$ cat src/rtl/updown_timer_pkg.sv
// Shared encodings for the up/down counter-timer: counting modes and control FSM states.
package updown_timer_pkg;

  typedef enum logic [1:0] {
    MODE_FREE    = 2'b00,
    MODE_CLEAR   = 2'b01,
    MODE_ONESHOT = 2'b10,
    MODE_SAT     = 2'b11
  } mode_e;

  typedef enum logic [1:0] {
    ST_IDLE = 2'b00,
    ST_RUN  = 2'b01,
    ST_DONE = 2'b10
  } state_e;

endpackage

$ cat src/rtl/updown_timer_tick_prescaler.sv
// Tick divider: emits one tick every div_i+1 cycles while run_i is high.
module tick_prescaler #(
  parameter int PRESC_W = 4
) (
  input  logic               clk,
  input  logic               rst,
  input  logic               clr_i,
  input  logic               run_i,
  input  logic [PRESC_W-1:0] div_i,
  output logic               tick_o
);

  logic [PRESC_W-1:0] cnt_q, cnt_d;

  assign tick_o = run_i && (cnt_q == div_i);

  always_comb begin
    cnt_d = cnt_q;
    if (clr_i)       cnt_d = '0;
    else if (tick_o) cnt_d = '0;
    else if (run_i)  cnt_d = cnt_q + PRESC_W'(1);
  end

  always_ff @(posedge clk) begin
    if (rst) cnt_q <= '0;
    else     cnt_q <= cnt_d;
  end

endmodule

$ cat src/rtl/updown_timer.sv
// Up/down counter-timer with load, compare and FREE/CLEAR/ONESHOT/SAT modes.
// Define UPDOWN_TIMER_PRESCALE_EN to insert the tick prescaler.
import updown_timer_pkg::*;

module updown_timer #(
  parameter int WIDTH   = 8,
  parameter int PRESC_W = 4
) (
  input  logic               clk,
  input  logic               rst,
  input  logic               start_i,
  input  logic               stop_i,
  input  logic               up_down_i,
  input  logic               load_i,
  input  logic [WIDTH-1:0]   load_data_i,
  input  logic [WIDTH-1:0]   cmp_val_i,
  input  logic [1:0]         mode_i,
  input  logic [PRESC_W-1:0] presc_div_i,
  output logic [WIDTH-1:0]   count_o,
  output logic               match_o,
  output logic               wrap_o,
  output logic               busy_o,
  output logic               done_o
);

  state_e           state_q, state_d;
  logic [WIDTH-1:0] count_q, count_d;
  logic             wrap_q, wrap_d;
  logic             busy_q, done_q;

  logic             run_en, start_go, tick, at_end;
  logic [WIDTH-1:0] step;
  mode_e            mode;

  assign run_en   = (state_q == ST_RUN);
  assign start_go = start_i && !run_en;
  assign mode     = mode_e'(mode_i);
  assign step     = up_down_i ? count_q + WIDTH'(1) : count_q - WIDTH'(1);
  // Edge of the range in the current direction: wrap point for FREE, hold point for SAT.
  assign at_end   = up_down_i ? (&count_q) : ~(|count_q);

`ifdef UPDOWN_TIMER_PRESCALE_EN
  tick_prescaler #(.PRESC_W(PRESC_W)) u_presc (
    .clk    (clk),
    .rst    (rst),
    .clr_i  (load_i | stop_i | start_go),
    .run_i  (run_en),
    .div_i  (presc_div_i),
    .tick_o (tick)
  );
`else
  logic unused_presc;
  assign unused_presc = ^presc_div_i;
  assign tick         = run_en;
`endif

  always_comb begin
    state_d = state_q;
    count_d = count_q;
    wrap_d  = 1'b0;
    if (load_i) begin
      count_d = load_data_i;
      if (state_q == ST_DONE) state_d = ST_IDLE;
    end else if (stop_i) begin
      state_d = ST_IDLE;
    end else if (start_go) begin
      state_d = ST_RUN;
    end else if (tick) begin
      case (mode)
        MODE_FREE: begin
          count_d = step;
          wrap_d  = at_end;
        end
        MODE_CLEAR: begin
          if (match_o) begin
            count_d = '0;
            wrap_d  = 1'b1;
          end else begin
            count_d = step;
          end
        end
        MODE_ONESHOT: begin
          if (match_o) state_d = ST_DONE;
          else         count_d = step;
        end
        MODE_SAT: begin
          if (!at_end) count_d = step;
        end
        default: count_d = count_q;
      endcase
    end
  end

  always_ff @(posedge clk) begin
    if (rst) begin
      state_q <= ST_IDLE;
      count_q <= '0;
      wrap_q  <= 1'b0;
      busy_q  <= 1'b0;
      done_q  <= 1'b0;
    end else begin
      state_q <= state_d;
      count_q <= count_d;
      wrap_q  <= wrap_d;
      busy_q  <= (state_d == ST_RUN);
      done_q  <= (state_d == ST_DONE);
    end
  end

  assign count_o = count_q;
  assign match_o = (count_q == cmp_val_i);
  assign wrap_o  = wrap_q;
  assign busy_o  = busy_q;
  assign done_o  = done_q;

endmodule
$ cat config.mk
export PLATFORM = sky130hd
export DESIGN_NAME = updown_timer
export DESIGN_NICKNAME = d
export VERILOG_FILES = /design/src/rtl/updown_timer_pkg.sv /design/src/rtl/updown_timer_tick_prescaler.sv /design/src/rtl/updown_timer.sv
export SDC_FILE = /design/constraint.sdc
export NUM_CORES = 1
export LEC_CHECK = 0
export BUFFER_PORTS_ARGS = -buffer_cell sky130_fd_sc_hd__buf_4
export CORE_MARGIN = 2
export CORE_UTILIZATION = 44
export DETAILED_ROUTE_END_ITERATION = 10
export PLACE_DENSITY = 0.74
export SYNTH_ARGS = -nofsm -noshare
export SYNTH_HDL_FRONTEND = slang
export SYNTH_HIERARCHICAL = 1
export SYNTH_SLANG_ARGS = --single-unit
$ cat constraint.sdc
create_clock -name clk -period 1.8 [get_ports clk]
set_clock_uncertainty 0.1 [all_clocks]
set_input_delay 0.09 -clock clk [delete_from_list [all_inputs] [get_ports clk]]
set_output_delay 0.09 -clock clk [all_outputs]
set_load 0.01 [all_outputs]
* After elaboration in Yosys (flattened, before gate mapping) *
Index checks and enable logic that the tools add are counted.

storage, ports and cells
  register bits after elaboration = 13
  latch bits = 0
  RAM bits = 0
  memory bits (read-only) = 0
  input bits = 28
  word-level logic and storage cells = 48
  memories kept = 0

cells by class
  add/sub/neg operators = 2
  multiply operators = 0
  divide/modulo/power cells = 0
  order comparisons = 0
  equality and inequality tests = 12
  shifts and indexed selects = 0
  muxes and demuxes = 19
  bitwise gates (word level) = 2
  reduce and logical (&&, ||, !) cells = 8

operators by type and width
  operator             number
  $mux 8               8
  $pmux 8 s4           1
  $mux 2               7
  $add 8x1->8 const B  1
  $eq 2x2->1 const B   4
  $eq 8x8->1           1
  $reduce_and 8->1     1
  $reduce_or 8->1      1
  $sub 8x1->8 const B  1
  $eq 2x1->1 const B   3
  $ne 3x3->1 const B   2
  $reduce_and 5->1     1
  $reduce_or 5->1      1
  $logic_not 2->1      1
  $mux 1               2
  $ne 2x1->1 const B   1
  $ne 2x2->1 const B   1
  $not 1->1            2
  $pmux 1 s2           1
  $reduce_bool 2->1    1
  $logic_and 1x1->1    1
  $logic_not 1->1      1

* Longest topological paths before layout *
Gate-level depths: netlist of run 1.

  depth in word-level cells = 9
  gate-level depth with buffers = 9
  depth with buffers taken out = 8

* Least setup slack after synthesis of run 1 *
No wires, ideal clock.

  path type = reg2reg
  start = reg count_q[0] (netlist: count_o[0])
  end = reg count_q[6] (netlist: count_o[6])
  arrival = 1.870 ns
  setup slack = -0.257 ns
  cell stages (with the launch flop) = 10
  path buffers = 1
  path through = dfxtp_1 > buf_6 > inv_1 > fa_1 > nor2b_1 > o21ai_0 > a21boi_0 > o21a_1 > nor3_1 > o31ai_1

on the way
  cells in the longest elaborated chain, start to end = 8
  elaborated cells between the ends (all ways) = 19
  those cells by class = add/sub: 2; eq/ne: 3; mux: 10; bitwise: 1; reduce/logical: 3

RTL lines
  element                                     line                                                        RTL
  start: declaration                          updown_timer.sv:27                                          logic [WIDTH-1:0] count_q, count_d;
  start signal: assignment                    updown_timer.sv:103                                         count_q <= count_d;
  $sub 8x1->8 or $add 8x1->8 (tied branches)  updown_timer.sv:38                                          assign step = up_down_i ? count_q + WIDTH'(1) : count_q - WIDTH'(1);
  $mux 8                                      updown_timer.sv:38
  $mux 8, on equally long branches            updown_timer.sv:87, updown_timer.sv:75, updown_timer.sv:83
  $pmux 8 s4                                  updown_timer.sv:69                                          case (mode)
  $mux 8                                      updown_timer.sv:68                                          end else if (tick) begin
  $mux 8                                      updown_timer.sv:66                                          end else if (start_go) begin
  $mux 8                                      updown_timer.sv:64                                          end else if (stop_i) begin
  $mux 8                                      updown_timer.sv:61                                          if (load_i) begin

Parallel ways exist; a longest one is shown, timed or not. The select of a mux whose other input is x is not followed.
A chain may end at the register's enable or synchronous reset.

* Worst setup path in the final report of run 1 *
  start = reg count_q[6] (netlist: count_o[6])
  end = reg count_q[7] (netlist: count_o[7])

Same word-level chain as after synthesis.

==> impl_metrics.json, run 1 <==
{
  "start_util": 0.476,
  "wl_mm": 3.75,
  "htree_levels": 1,
  "most-common-layout-cells": "buf_4, nor2_1, nand2_1",
  "diodes": 0,
  "dieArea_mm2": 0.00285,
  "clk_pin_slew_ns": 0.10,
  "rrSetupSlack_ns": -0.1,
  "ir_drop_v": 0.000410,
  "synth_nets": 165,
  "drcViolationCount": 0,
  "reg2reg_to": "count_o[7]",
  "insertion_delay_ns": 0.28,
  "synth-async-reset-ratio": 0,
  "dp_cells": 216,
  "cts_root_buf": "clkbuf_4",
  "die_w_um": 53.4,
  "vias_per_cell": 5.71,
  "via_count": 1319,
  "min_period_over_period": 1.05,
  "status": "finished, violations left",
  "crit_chain": "buf_4, ha_1, nor3_4, o2111ai_4, a21oi_2, nor4_2, o21ai_1, o311ai_2",
  "slew_headroom": 0.556,
  "fill_cells": 148,
  "synth_seq_cells": 13,
  "fin_crit_ns": 1.90,
  "nets": 239,
  "intPower_mw": 0.594,
  "p_switching_mw": 0.300,
  "post-dp-hpwl_mm": 2.45,
  "grt_max_degree": 10,
  "p_comb_frac": 0.421,
  "rows": 17,
  "setup_tns_ns": -0.345,
  "leakage_nw": 0.788,
  "worst-path-buf-inv": 1,
  "core_mm2": 0.00225,
  "io_buffers": 35,
  "drive_gt1_frac": 0.522,
  "fmax_mhz": 528,
  "detail-route-antenna-nets": 0,
  "rr_worst_depth": 8,
  "hold_class": "primary input to flip-flop",
  "setup_viol": 9,
  "synthesis.area_mm2": 0.00107,
  "hold_depth": 3,
  "cts_tree": "built",
  "crit_path_end_kind": "flip-flop",
  "place_congestion": 0.832,
  "crit_type": "flip-flop to flip-flop",
  "required_ns": 1.84,
  "cts_made_buffers": 3,
  "synth_edf_count": 0,
  "r2r-start": "count_o[6]",
  "worst_pin_slew_ns": 0.664,
  "pwr-share-seq": 0.366,
  "min_to": "wrap_o",
  "mostFrequentLayoutCell": "buf_4",
  "syn_inst": 130,
  "drv_slew": 0,
  "syn2layout_area_growth_pct": 72.6,
  "failed_checks": "negative setup slack",
  "netSwitchingFraction": 0.336,
  "crit_fanout": 4,
  "io_pins": 40,
  "multiInputGateArea_um2": 906,
  "cts_num_sinks": 13,
  "grt_overflow": 0,
  "synth_ff_type": "dfxtp_1",
  "dr.pass1.iters": 4,
  "crit_family": "compound AO/OA/AOI/OAI gates",
  "cpMaxStageDelayCell": "dfxtp_2",
  "drt_iter0_markers": 45,
  "drv_cap": 0,
  "antenna_found_initial": 0,
  "ys_seq_area_frac": 0.242,
  "clkPwrFrac": 0.213,
  "final_cells": 231,
  "startpoint_type": "flip-flop",
  "grt_pass1_vias": 1249,
  "post-route-worst-setup-slack_ns": -0.0953,
  "grtUsageTotal": 0.266,
  "syn_area_per_cell_um2": 8.26,
  "grt_pass1_wl_mm": 5.44,
  "power.density_mw_per_mm2": 483,
  "worstPathArrival_ns": 1.94,
  "wl_per_cell_um": 16.3,
  "cts_max_path_buffers": 2,
  "hold_viol": 0,
  "ys_types": 41,
  "die_h_um": 53.4,
  "yosys_warnings": 6,
  "rsz0062_at_grt": "yes",
  "slowest_delay_ns": 0.36,
  "final-seq-area_um2": 285,
  "min-delay-start": "load_i"
}
-- worst max path at each step --
| stage | cells after the start | endpoint | slack (ns) | start |
|---|---|---|---|---|
| after floorplan | 9 | count_o[6] | -0.04 | count_o[0] |
| after global placement | 6 | count_o[2] | -0.06 | count_o[5] |
| after detailed placement | 7 | count_o[6] | -0.09 | count_o[2] |
| after CTS | 8 | count_o[5] | -0.02 | count_o[5] |
| after global routing | 8 | count_o[7] | -0.20 | count_o[6] |
| final | 8 | count_o[7] | -0.1 | count_o[6] |
-- flip-flops by register name (all words and copies together), names as in the netlist --
| register | flops |
|---|---|
| state_q | 2 |
| done_o | 1 |
| count_o | 8 |
| wrap_o | 1 |
| busy_o | 1 |
-- Yosys cell counts, types with 2 or more instances --
cell / n / share of area
dfxtp_1: 13 / 0.24
nor2_1: 13 / 0.045
nand2_1: 11 / 0.038
xnor2_1: 10 / 0.082
inv_1: 8 / 0.028
ha_1: 6 / 0.070
nor3_1: 6 / 0.028
a21oi_1: 5 / 0.023
nand3_1: 5 / 0.023
a221o_1: 4 / 0.037
nor2b_1: 4 / 0.023
buf_6: 3 / 0.031
nand4_1: 3 / 0.017
nor4_1: 3 / 0.017
o31ai_1: 3 / 0.021
a22oi_1: 2 / 0.014
o21a_1: 2 / 0.014
o21ai_0: 2 / 0.0093
o21ai_1: 2 / 0.0093
o311ai_2: 2 / 0.030
or3_4: 2 / 0.021
xor2_1: 2 / 0.016
-- final cells by class --
| class | count | share of cell area |
|---|---|---|
| multi-input cells | 105 | 0.489 |
| well taps | 28 | 0.0189 |
| clock buffers | 4 | 0.0142 |
| inverters | 8 | 0.0162 |
| flip-flops and latches | 13 | 0.154 |
| repair buffers | 73 | 0.308 |
-- metrics by stage --
stage	hold slack (ns)	setup WS, ns	util	instance area [µm²]	power (mW)
floorplan	0.0624	-0.0359	-	1090	0.482
global placement	0.192	-0.0557	0.687	1550	0.611
detailed placement	0.196	-0.0880	0.687	1550	0.623
CTS	0.0179	-0.0244	0.780	1760	0.839
global route	0.0148	-0.195	0.822	1850	0.934
finish	0.00613	-0.0953	0.822	1850	0.894
-- power by group through the flow --
stage,combinational [mW],sequential (mW),clock [mW]
5_1_grt,0.404,0.329,0.201
6_report,0.377,0.327,0.191
3_5_place_dp,0.290,0.333,0
4_1_cts,0.331,0.326,0.183
3_3_place_gp,0.279,0.332,0
2_1_floorplan,0.148,0.334,0
-- worst register-to-register path: stages, from the launching register on --
cell and delay, ns:
dfxtp_2 0.36, buf_4 0.14, ha_1 0.23, nor3_4 0.16, o2111ai_4 0.15, a21oi_2 0.20, nor4_2 0.07, o21ai_1 0.21
o311ai_2 0.13
-- layer usage --
layer,wire length [µm],vias up,global-route usage
met4,150,0,0.158
met5,0,-,0
met3,209,16,0.0254
li1,-,628,-
met2,1940,57,0.479
met1,1450,618,0.298
-- what timing repair did --
item                                    in CTS  in global routing
pin swaps                                    9                 12
endpoints found under the setup margin      11                 12
resized for setup                           20                 14
hold buffers                                 9                  0
setup buffers                                0                  2
hold endpoints to repair                     9                  0
-- cells by family (layout without fill, tap and decap cells) --
group / count (synthesis) / in the layout / synth area share
xor gates and xnor gates: 12 / 12 / 0.0979
DFF: 13 / 13 / 0.242
adders and majority gates: 7 / 7 / 0.0886
and+or+nand+nor: 55 / 55 / 0.274
AOI/OAI and AO/OA: 31 / 31 / 0.234
buffers and inverters: 12 / 85 / 0.0629
Power figures use the tool's default switching activity.
==> inputs of run 2 (changes only) <==
- ABC_AREA: default -> 1
- CORE_UTILIZATION: 44 -> 45
==> run 2 against run 1 <==
The run ends with negative hold slack left. Cell area shrank 8.5%. First-iteration DRC count fell by 16%. Hold slack got worse by 0.0075 ns. Critical endpoint unchanged.
==> impl_metrics.json, run 2 <==
{
  "post-route-worst-setup-slack_ns": 0.147,
  "detail-route-antenna-nets": 0,
  "drive_gt1_frac": 0.318,
  "yosys_warnings": 6,
  "antenna_found_initial": 0,
  "crit_fanout": 6,
  "die_h_um": 57.0,
  "grt_overflow": 0,
  "leakage_nw": 0.860,
  "drv_slew": 0,
  "drv_cap": 0,
  "nets": 281,
  "core_mm2": 0.00271,
  "drcViolationCount": 0,
  "power.density_mw_per_mm2": 526,
  "synth_xor_area_frac": 0.0623,
  "io_pins": 40,
  "io_buffers": 35,
  "status": "finished, violations left",
  "hold_viol": 1,
  "cts_num_sinks": 13,
  "pwr-share-seq": 0.367,
  "synthesis.area_mm2": 0.00126,
  "drt_iter0_markers": 38,
  "fmax_mhz": 605,
  "insertion_delay_ns": 0.27,
  "clk_pin_slew_ns": 0.08,
  "dr.pass1.iters": 4,
  "crit_type": "flip-flop to flip-flop",
  "hold_class": "primary input to flip-flop",
  "clkPwrFrac": 0.206,
  "cts_made_buffers": 3,
  "synth_ff_type": "dfxtp_1",
  "synth-async-reset-ratio": 0,
  "pre_cts_slack_ns": 0.0447,
  "synth_edf_count": 0,
  "wl_per_cell_um": 11.4,
  "startpoint_type": "flip-flop",
  "fin_hold_ws_ns": -0.00142,
  "intPower_mw": 0.567,
  "vias_per_cell": 4.96,
  "syn_area_per_cell_um2": 6.26,
  "rows": 19,
  "synth_seq_cells": 13,
  "slowest_delay_ns": 0.33,
  "ir_drop_v": 0.000485,
  "crit_chain": "buf_4, ha_1, nand3_1, nand3_2, nand3_2, nand2_1, nand2_1, nand2_1, nand3_1, nand2_1, nand2_1, a21oi_2",
  "synthAdderAreaFrac": 0.0752,
  "cts_max_path_buffers": 2,
  "slew_headroom": 0.783,
  "post-dp-hpwl_mm": 2.43,
  "netSwitchingFraction": 0.365,
  "cts_tree": "built",
  "synthSimpleGateAreaFrac": 0.471,
  "wl_mm": 3.16,
  "failed_checks": "negative hold slack",
  "worst_pin_slew_ns": 0.324,
  "die_w_um": 57.0,
  "fin_crit_ns": 1.65,
  "synth_top_area_share": 0.206,
  "path_common_cell": "nand2_1",
  "crit_path_end_kind": "flip-flop",
  "required_ns": 1.92,
  "syn2layout_area_growth_pct": 34.0,
  "grt_pass1_vias": 1124,
  "setup_tns_ns": 0,
  "grt_pass1_wl_mm": 5.17,
  "cts_root_buf": "clkbuf_4",
  "synthTopCellsByArea": "dfxtp_1, nand2_1, nand3_1",
  "via_count": 1369,
  "yosys.cell_count.top_type": "nand2_1",
  "ys_seq_area_frac": 0.206,
  "p_switching_mw": 0.325,
  "place_congestion": 0.860,
  "final_util": 0.626,
  "p_comb_frac": 0.426,
  "diodes": 0,
  "dieArea_mm2": 0.00325,
  "rsz0062_at_grt": "no",
  "synthMuxAreaShare": 0,
  "synth_top_area_cell": "dfxtp_1",
  "grt_max_degree": 19,
  "setup_viol": 0,
  "synth_common_cells": "nand2_1, nand3_1, inv_1, dfxtp_1, nor2_1",
  "synth_nets": 237,
  "grtUsageTotal": 0.197,
  "cpMaxStageDelayCell": "dfxtp_2",
  "synth-compound-area-share": 0.0880,
  "mostFrequentLayoutCell": "nand2_1",
  "synth_top_family_by_area": "simple AND/OR/NAND/NOR gates",
  "start_util": 0.467,
  "htree_levels": 1,
  "worstPathArrival_ns": 1.77,
  "largest_reg_flops": 8,
  "min_period_over_period": 0.918,
  "most-common-layout-cells": "nand2_1, buf_4, nand3_1",
  "syn_inst": 202,
  "ys_types": 27
}
## run 2: cells by family (layout without fill, tap and decap cells)
logic type / Yosys count / after routing
fa+ha+maj: 7 / 7
xor+xnor: 9 / 9
compound gates: 15 / 15
buf+inv: 31 / 74
flops: 13 / 13
simple gates: 127 / 127
## run 2: layout make-up
type / count / area, µm²
Tap cell: 31 / 38.8
Sequential cell: 13 / 269
Clock buffer: 4 / 26.3
Multi-Input combinational cell: 158 / 935
Inverter: 27 / 101
Fill cell: 266 / 1010
Timing Repair Buffer: 43 / 325
## run 2: critical path, delay by kind of cell (launching register included)
kind,cells,cell delay [ns]
and+or+nand+nor,9,0.63
DFF,1,0.33
adders and majority gates,1,0.29
buffers and inverters,1,0.15
AOI/OAI and AO/OA,1,0.10
## run 2: metal layers
metal,share of wire,GRT usage
met3,0.065,0.0227
met2,0.46,0.310
met1,0.47,0.298
met4,0,0.0199
met5,0,0
## run 2: per-stage QoR
| step | cells | instance area [µm²] | power, mW |
|---|---|---|---|
| after global placement | 270 | 1590 | 0.683 |
| after global routing | 276 | 1700 | 0.958 |
| after floorplan | 202 | 1260 | 0.564 |
| after CTS | 275 | 1630 | 0.869 |
| final | 276 | 1700 | 0.892 |
| after detailed placement | 270 | 1590 | 0.689 |
## run 2: what timing repair did
| item | CTS | global route |
|---|---|---|
| hold buffers | 1 | 0 |
| endpoints found under the hold margin | 9 | 0 |
| gates resized for setup | 0 | 16 |
| buffers inserted | 0 | 1 |
| endpoints found under the setup margin | 0 | 8 |
## run 2: worst paths after layout
kind	from	endpoint	slack [ns]	cells past startpoint
worst max-delay path	count_o[1]	count_o[7]	0.15	12
worst min-delay path	stop_i	wrap_o	-0.001	4
worst max register to register	count_o[1]	count_o[7]	0.15	12
worst min register to register	state_q[0]	state_q[0]	0.43	2
## run 2: power groups by stage
stage,combinational [mW],sequential [mW],clock [mW]
final,0.380,0.328,0.184
after global routing,0.425,0.331,0.202
after CTS,0.360,0.324,0.185
after detailed placement,0.357,0.331,0
after global placement,0.352,0.331,0
after floorplan,0.226,0.338,0
==> inputs of run 3 (changes only) <==
- PLACE_DENSITY: 0.74 -> 0.71
- clock period: 1.8 -> 1.69 ns (I/O delays scaled with it)
==> run 3 against run 2 <==
The run now ends clean. Cell area is 13% higher. Largest cell class unchanged. First-iteration DRC count is 18% higher. Via count is 9.1% higher.
==> impl_metrics.json, run 3 (synthesis gave the netlist of run 2 again) <==
{
  "status": "complete, no violations",
  "setup_viol": 0,
  "drt_iter0_markers": 45,
  "worst_pin_slew_ns": 0.366,
  "hold_viol": 0,
  "drive_gt1_frac": 0.421,
  "required_ns": 1.82,
  "cts_tree": "built",
  "grtUsageTotal": 0.232,
  "via_count": 1494,
  "clk_pin_slew_ns": 0.09,
  "maxUsedRoutingLayer": "met4",
  "htree_levels": 1,
  "startpoint_type": "flip-flop",
  "nets": 295,
  "syn2layout_area_growth_pct": 51.6,
  "place_congestion": 0.832,
  "core_mm2": 0.00271,
  "insertion_delay_ns": 0.29,
  "grt_max_degree": 17,
  "detail-route-antenna-nets": 0,
  "start_util": 0.467,
  "fin_hold_ws_ns": 0.0275,
  "crit_type": "flip-flop to flip-flop",
  "most-common-layout-cells": "nand2_1, buf_4, nand3_1",
  "cts_num_sinks": 13,
  "post-route-worst-setup-slack_ns": 0.0291,
  "hold_class": "primary input to flip-flop",
  "antenna_found_initial": 0,
  "grt_pass1_wl_mm": 5.98,
  "cts_made_buffers": 3,
  "met1_length_mm": 1.65,
  "drv_cap": 0,
  "leakage_nw": 0.957,
  "drv_slew": 0,
  "min_period_over_period": 0.983,
  "reg2reg_to": "count_o[5]",
  "ir_drop_v": 0.000469,
  "mostFrequentLayoutCell": "nand2_1",
  "diodes": 0,
  "pre_cts_slack_ns": -0.0573,
  "grt_pass1_vias": 1357,
  "rrSetupSlack_ns": 0.03,
  "worstPathArrival_ns": 1.79,
  "wl_met2_mm": 1.90,
  "wl_met3_um": 177,
  "vias_per_cell": 5.15,
  "io_pins": 40,
  "cts_root_buf": "clkbuf_4",
  "wl_mm": 3.81,
  "r2r-start": "count_o[4]",
  "rr_worst_depth": 11,
  "cts_max_path_buffers": 2,
  "rows": 19,
  "dieArea_mm2": 0.00325,
  "slew_headroom": 0.755,
  "crit_fanout": 5,
  "largest_reg_flops": 8,
  "post-dp-hpwl_mm": 2.61,
  "drcViolationCount": 0,
  "crit_path_end_kind": "flip-flop",
  "io_buffers": 35,
  "fin_crit_ns": 1.66,
  "fmax_mhz": 602,
  "crit_start": "count_o[4]",
  "crit_path_end": "count_o[5]",
  "die_w_um": 57.0,
  "power.density_mw_per_mm2": 549,
  "grt_overflow": 0,
  "rsz0062_at_grt": "yes",
  "dr.pass1.iters": 4,
  "wl_per_cell_um": 13.2,
  "die_h_um": 57.0
}
[run 3: repair_timing]
| item | 4_1_cts | 5_1_grt |
|---|---|---|
| hold endpoints to repair | 10 | 9 |
| setup endpoints to repair | 7 | 13 |
| pin swaps | 0 | 16 |
| hold buffers | 3 | 1 |
| setup buffers | 0 | 0 |
| cloned | 0 | 1 |
| gates resized for setup | 6 | 32 |
[run 3: area by class of cell]
type / instances / area [µm²]
sequential: 13 / 273
tap: 31 / 38.8
timing repair buffer: 56 / 443
fill: 241 / 792
inverter: 27 / 104
multi-input combinational: 159 / 1030
clock buffer: 4 / 26.3
[run 3: worst min path at each step]
stage,cells past startpoint,endpoint,start
CTS,2,count_o[2],rst
finish,5,count_o[5],load_data_i[5]
floorplan,3,wrap_o,stop_i
global route,5,count_o[5],load_data_i[5]
detailed placement,2,count_o[0],rst
global placement,2,count_o[0],rst
[run 3: stage by stage]
stage | area (µm²) | power (mW) | utilization | TNS [ns] | cells
after CTS | 1770 | 0.996 | 0.653 | -0.0593 | 288
final | 1920 | 1.05 | 0.708 | 0 | 290
after global placement | 1690 | 0.765 | 0.623 | 0 | 281
after floorplan | 1270 | 0.602 | - | 0 | 202
after detailed placement | 1690 | 0.773 | 0.623 | -0.190 | 281
after global routing | 1920 | 1.12 | 0.708 | -0.470 | 290
[run 3: per-layer routing]
| metal | track usage | vias up |
|---|---|---|
| met2 | 0.399 | 50 |
| met3 | 0.0204 | 9 |
| met1 | 0.299 | 665 |
| met4 | 0.0930 | 0 |
| li1 | - | 770 |
| met5 | 0 | - |
[run 3: power by group]
group | switching [mW] | total [mW] | internal, mW | leakage (nW)
combinational | 0.252 | 0.489 | 0.237 | 0.832
sequential | 0.0273 | 0.354 | 0.326 | 0.110
clock | 0.118 | 0.210 | 0.0920 | 0.0150
[run 3: worst max-delay path, stage by stage (launching register included)]
cell and delay [ns]:
dfxtp_2 0.36, ha_1 0.33, nand2_1 0.07, inv_1 0.11, nand4_1 0.14, nand3_1 0.11, nand2_1 0.05, nand2_1 0.06
nand3_1 0.06, nand2_1 0.08, nand2_2 0.05, a21oi_2 0.10
